**config.mk**
```make
export PLATFORM = sky130hd
export DESIGN_NAME = crc16_byte_engine
export DESIGN_NICKNAME = d
export VERILOG_FILES = /design/src/rtl/crc_pkg.sv /design/src/rtl/crc16_1021.sv /design/src/rtl/crc16_byte_engine.sv
export SDC_FILE = /design/constraint.sdc
export NUM_CORES = 1
export LEC_CHECK = 0
export ABC_AREA = 0
export ABC_CLOCK_PERIOD_IN_PS = 2000
export CORE_AREA = 5 5 53 55
export CTS_CLUSTER_SIZE = 24
export DETAILED_ROUTE_END_ITERATION = 8
export DIE_AREA = 0 0 58 60
export DONT_BUFFER_PORTS = 1
export HOLD_SLACK_MARGIN = 0.05
export PLACE_DENSITY = 0.8
export SLEW_MARGIN = 40
export SYNTH_ARGS = -nofsm -noshare
export SYNTH_HDL_FRONTEND = slang
export SYNTH_SLANG_ARGS = --single-unit
```
**constraint.sdc**
```tcl
create_clock -name clk_i -period 2 [get_ports clk_i]
set_input_delay 0.2 -clock clk_i [delete_from_list [all_inputs] [get_ports clk_i]]
set_output_delay 0.2 -clock clk_i [all_outputs]
set_load 0.02 [all_outputs]
```
**src/rtl/crc_pkg.sv**
```systemverilog
// Shared constants and state encoding for the byte-serial CRC-16/0x1021 engine.
package crc_pkg;

  localparam logic [15:0] CRC16_POLY = 16'h1021;
  localparam int          CRC16_W    = 16;
  localparam int          NIBBLE_W   = 4;

  // IDLE: waiting for a byte (high nibble folded on accept)
  // LO:   folding the latched low nibble
  // DONE: presenting the finished CRC downstream
  typedef enum logic [1:0] {
    IDLE = 2'd0,
    LO   = 2'd1,
    DONE = 2'd2
  } crc16_state_e;

endpackage

```
**src/rtl/crc16_1021.sv**
```systemverilog
// Combinational CRC-16 step: folds one nibble, MSB first, into a running CRC
// using the non-reflected 0x1021 polynomial.
module crc16_1021
  import crc_pkg::*;
(
  input  logic [NIBBLE_W-1:0] data_i,
  input  logic [CRC16_W-1:0]  crc_i,
  output logic [CRC16_W-1:0]  crc_o
);

  // Four serial shift/XOR steps unrolled, data bit 3 first.
  always_comb begin
    logic [CRC16_W-1:0] c;
    logic               fb;
    c = crc_i;
    for (int i = NIBBLE_W - 1; i >= 0; i--) begin
      fb = c[CRC16_W-1] ^ data_i[i];
      c  = {c[CRC16_W-2:0], 1'b0} ^ (fb ? CRC16_POLY : '0);
    end
    crc_o = c;
  end

endmodule

```
**src/rtl/crc16_byte_engine.sv**
```systemverilog
// Byte-stream CRC-16 accumulator. Each accepted byte is folded in two cycles
// (high nibble on accept, low nibble in LO); the final CRC is offered in DONE.
//
// Handshakes: a transfer happens on a rising edge where valid and ready are
// both high. Input side: valid_i/ready_o, where ready_o depends only on state
// and clr_i. Output side: crc_valid_o/crc_ready_i, where crc_valid_o is a pure
// state decode and crc_o is held stable until the transfer completes.
module crc16_byte_engine
  import crc_pkg::*;
#(
  parameter logic [15:0] INIT   = 16'hFFFF,
  parameter logic [15:0] XOROUT = 16'h0000
) (
  input  logic        clk_i,
  input  logic        rst_n_i,
  input  logic        clr_i,
  input  logic [7:0]  data_i,
  input  logic        sof_i,
  input  logic        eof_i,
  input  logic        valid_i,
  output logic        ready_o,
  output logic [15:0] crc_o,
  output logic        crc_valid_o,
  input  logic        crc_ready_i,
  output logic        busy_o
);

  crc16_state_e          state_q, state_d;
  logic [CRC16_W-1:0]    crc_q, crc_d;
  logic [NIBBLE_W-1:0]   lo_q, lo_d;
  logic                  last_q, last_d;

  logic                  accept;
  logic [NIBBLE_W-1:0]   step_data;
  logic [CRC16_W-1:0]    step_seed;
  logic [CRC16_W-1:0]    step_out;

  // Single shared step: high nibble from the bus in IDLE, latched low nibble in LO.
  always_comb begin
    step_data = (state_q == LO) ? lo_q : data_i[7:4];
    step_seed = (state_q == IDLE && sof_i) ? INIT : crc_q;
  end

  crc16_1021 u_step (
    .data_i (step_data),
    .crc_i  (step_seed),
    .crc_o  (step_out)
  );

  // Output decodes; nothing here looks at valid_i or crc_ready_i.
  always_comb begin
    ready_o     = (state_q == IDLE) & ~clr_i;
    crc_valid_o = (state_q == DONE);
    busy_o      = (state_q != IDLE);
    crc_o       = crc_q ^ XOROUT;
    accept      = valid_i & ready_o;
  end

  // Next-state logic; clr_i overrides every state and any concurrent byte.
  always_comb begin
    state_d = state_q;
    crc_d   = crc_q;
    lo_d    = lo_q;
    last_d  = last_q;
    if (clr_i) begin
      state_d = IDLE;
      crc_d   = INIT;
    end else begin
      unique case (state_q)
        IDLE: begin
          if (accept) begin
            crc_d   = step_out;
            lo_d    = data_i[3:0];
            last_d  = eof_i;
            state_d = LO;
          end
        end
        LO: begin
          crc_d   = step_out;
          state_d = last_q ? DONE : IDLE;
        end
        DONE: begin
          if (crc_ready_i) begin
            crc_d   = INIT;
            state_d = IDLE;
          end
        end
        default: begin
          state_d = IDLE;
          crc_d   = INIT;
        end
      endcase
    end
  end

  // State registers with asynchronous active-low reset.
  always_ff @(posedge clk_i or negedge rst_n_i) begin
    if (!rst_n_i) begin
      state_q <= IDLE;
      crc_q   <= INIT;
      lo_q    <= '0;
      last_q  <= 1'b0;
    end else begin
      state_q <= state_d;
      crc_q   <= crc_d;
      lo_q    <= lo_d;
      last_q  <= last_d;
    end
  end

endmodule

```
==> reports/metrics.cfg <==
[floorplan]
initial_utilization=0.561
fp.dieW_um=58
die_h_um=60
die_area_um2=3480
pin_count=34
fp-row-count=18
core_area_um2=2340

[finish]
nets=157
drive_above_1_share=0.234
syn_to_final_growth_pct=10.3
postLayoutCellArea_um2=1450
n_antenna_cell=0

[sta]
skew_ns=0.00200
finalCritPeriodShare=0.909
slew_headroom=0.568
hold_viol=0
worstMarginPinSlew_ns=0.641
rsz0062_at_grt=false
drv_slew=0
fin_setup_tns_ns=0
setup_viol=0
period_minus_slack_ns=1.82
fmax_mhz=550

[logic_synthesis]
synthCells=132
yosysWarnings=0
synth_top_cell_area_share=0.320
ys_ff_latch=23
syn_nets=147
syn_area_per_cell_um2=9.96
synth_top_flop_cell=dfstp_2
yosysUniqueCellTypes=29
synthArstFlopShare=1.00
yosys-top-cells-area=dfstp_2 32%, dfrtp_1 13%, a211oi_1 9.1%
synth_top_area_cell=dfstp_2
synth-edff-count=0
ys_seq_area_frac=0.453
netlist_area_um2=1320

[worst_hold_path]
holdPathEnd=crc_o[1]$_DFFE_PN1P_
hold_path.class=in -> reg
min_from=data_i[5]
min_path_cells=2

[setup_path]
critPathMaxFanout=9
r2r-end=crc_o[15]$_DFFE_PN1P_
end_kind=register
worstRegToRegCells=5
reg2reg_slack_ns=0.18
crit_required_ns=2.21
path_class=reg -> reg
reg2reg_from=state_q[0]$_DFFE_PN0P_
startpoint_type=register
critPathArrivalTime_ns=2.03

[detailed_routing]
via_per_inst=6.59
initialDrtViolationCount=41
detail-route-antenna-nets=0
drcViolationCount=0
routed_wl_um=3250
wl_per_cell_um=19.0
vias=1127
dr.pass1.iters=4

[clocking]
clkSlewWorstSetupHoldPaths_ns=0.12
cts_buffer_depth=2
clkSinkCount=23
htree_levels=1
cts_setup_buffers=0
clk_latency_ns=0.30
cts_made_buffers=3
cts_root_buf=clkbuf_4
cts_tree=yes

[global_route]
grt_max_degree=24
grt_pass1_wl_um=5370
first_global_vias=1130
gr-usage-all-layers=0.202
antenna_found_initial=0
overflow=0

[power]
p_leak_nw=0.553
intPower_mw=0.735
p_sw_frac=0.331
clockPowerShare=0.188
power_density_nw_per_um2=758
power_switching_mw=0.364
power_frac_seq=0.597
ir_drop_mv=0.483
comb_power_share=0.215

[flow_run]
drv_cap=0

[run_status]
status=finished clean

[placement]
placed_area_um2=1350
portBuffers=0
place_congestion=0.826
dp_hpwl_um=2420

logic make-up after synthesis:
group / synth area share
mux: 0.0504
buf+inv: 0.0381
simple gates: 0.180
flops: 0.453
compound gates: 0.279
synthesized netlist by cell type, drive strengths merged (4+ instances only):
cell,instances
nor2,24
a21o,8
a211oi,16
dfstp,16
dfrtp,7
nor3,8
a21oi,4
o211ai,8
and4b,4
o22a,4
mux2,5
a221o,4
buf,6
what timing repair did:
action	4_1_cts	5_1_grt
hold buffers	7	1
gates resized for setup	0	0
endpoints found under the hold margin	29	7
area by class of cell:
class / count / area, um^2
multi-input cells: 100 / 674
fillers: 198 / 892
flip-flops and latches: 23 / 596
repair buffers: 13 / 113
well taps: 30 / 37.5
clock buffers: 4 / 26.3
inverters: 1 / 3.75
per-stage QoR:
stage | hold slack, ns | power [mW] | util | cells | setup WS [ns]
after floorplan | -0.0956 | 0.817 | - | 132 | 0.160
after global placement | -0.0950 | 0.869 | 0.576 | 159 | 0.299
after detailed placement | -0.0949 | 0.879 | 0.576 | 159 | 0.213
after CTS | 0.0739 | 1.11 | 0.617 | 170 | 0.183
after global routing | 0.0732 | 1.16 | 0.619 | 171 | 0.0943
final | 0.0835 | 1.10 | 0.619 | 171 | 0.182
power groups by stage:
| stage | Combinational [mW] | Sequential [mW] | Clock (mW) |
|---|---|---|---|
| floorplan | 0.180 | 0.636 | 0 |
| global placement | 0.206 | 0.663 | 0 |
| detailed placement | 0.214 | 0.666 | 0 |
| CTS | 0.234 | 0.658 | 0.216 |
| global route | 0.260 | 0.666 | 0.239 |
| finish | 0.236 | 0.656 | 0.207 |
cells in the final DEF, fill, tap and decap left out:
cell type       n
a211oi_1       16
a21o_1          8
a21oi_1         4
a221o_1         4
a22oi_1         1
and2_1          2
and2b_1         1
and4b_1         4
buf_2           1
buf_4           5
clkbuf_1        1
clkbuf_4        3
dfrtp_1         7
dfstp_2        16
dlygate4sd3_1   7
inv_1           1
mux2_2          5
mux2i_1         1
nand2_1         2
nand2b_1        1
nor2_1         24
nor2b_1         2
nor3_1          8
nor3b_2         1
o211ai_1        8
o21ai_0         1
o21bai_4        1
o22a_1          4
or2_1           1
or2_2           1
registers in the layout, indices dropped and copies added, names as in the netlist:
signal,flops
crc_o,16
lo_q,4
state_q,2
last_q,1
metal layers:
metal	vias to the layer above	GRT usage	routed length (um)
met4	0	0.0695	17
met2	47	0.352	1690
met5	-	0	0
li1	521	-	-
met3	6	0.0497	249
met1	553	0.243	1290
worst max-delay path: stages (launching register included):
cell and delay, ns:
dfrtp_1 0.51, buf_4 0.20, and2b_1 0.21, a221o_1 0.37
a21o_1 0.20, a211oi_1 0.24
how the worst max path moves through the flow:
stage	startpoint	to
floorplan	state_q[0]$_DFFE_PN0P_	last_q$_DFFE_PN0P_
global placement	state_q[0]$_DFFE_PN0P_	crc_o[13]$_DFFE_PN1P_
detailed placement	state_q[0]$_DFFE_PN0P_	crc_o[5]$_DFFE_PN1P_
CTS	state_q[0]$_DFFE_PN0P_	crc_o[5]$_DFFE_PN1P_
global route	state_q[0]$_DFFE_PN0P_	crc_o[6]$_DFFE_PN1P_
finish	state_q[0]$_DFFE_PN0P_	crc_o[15]$_DFFE_PN1P_
Note: power is estimated with default switching activity, not from simulation.
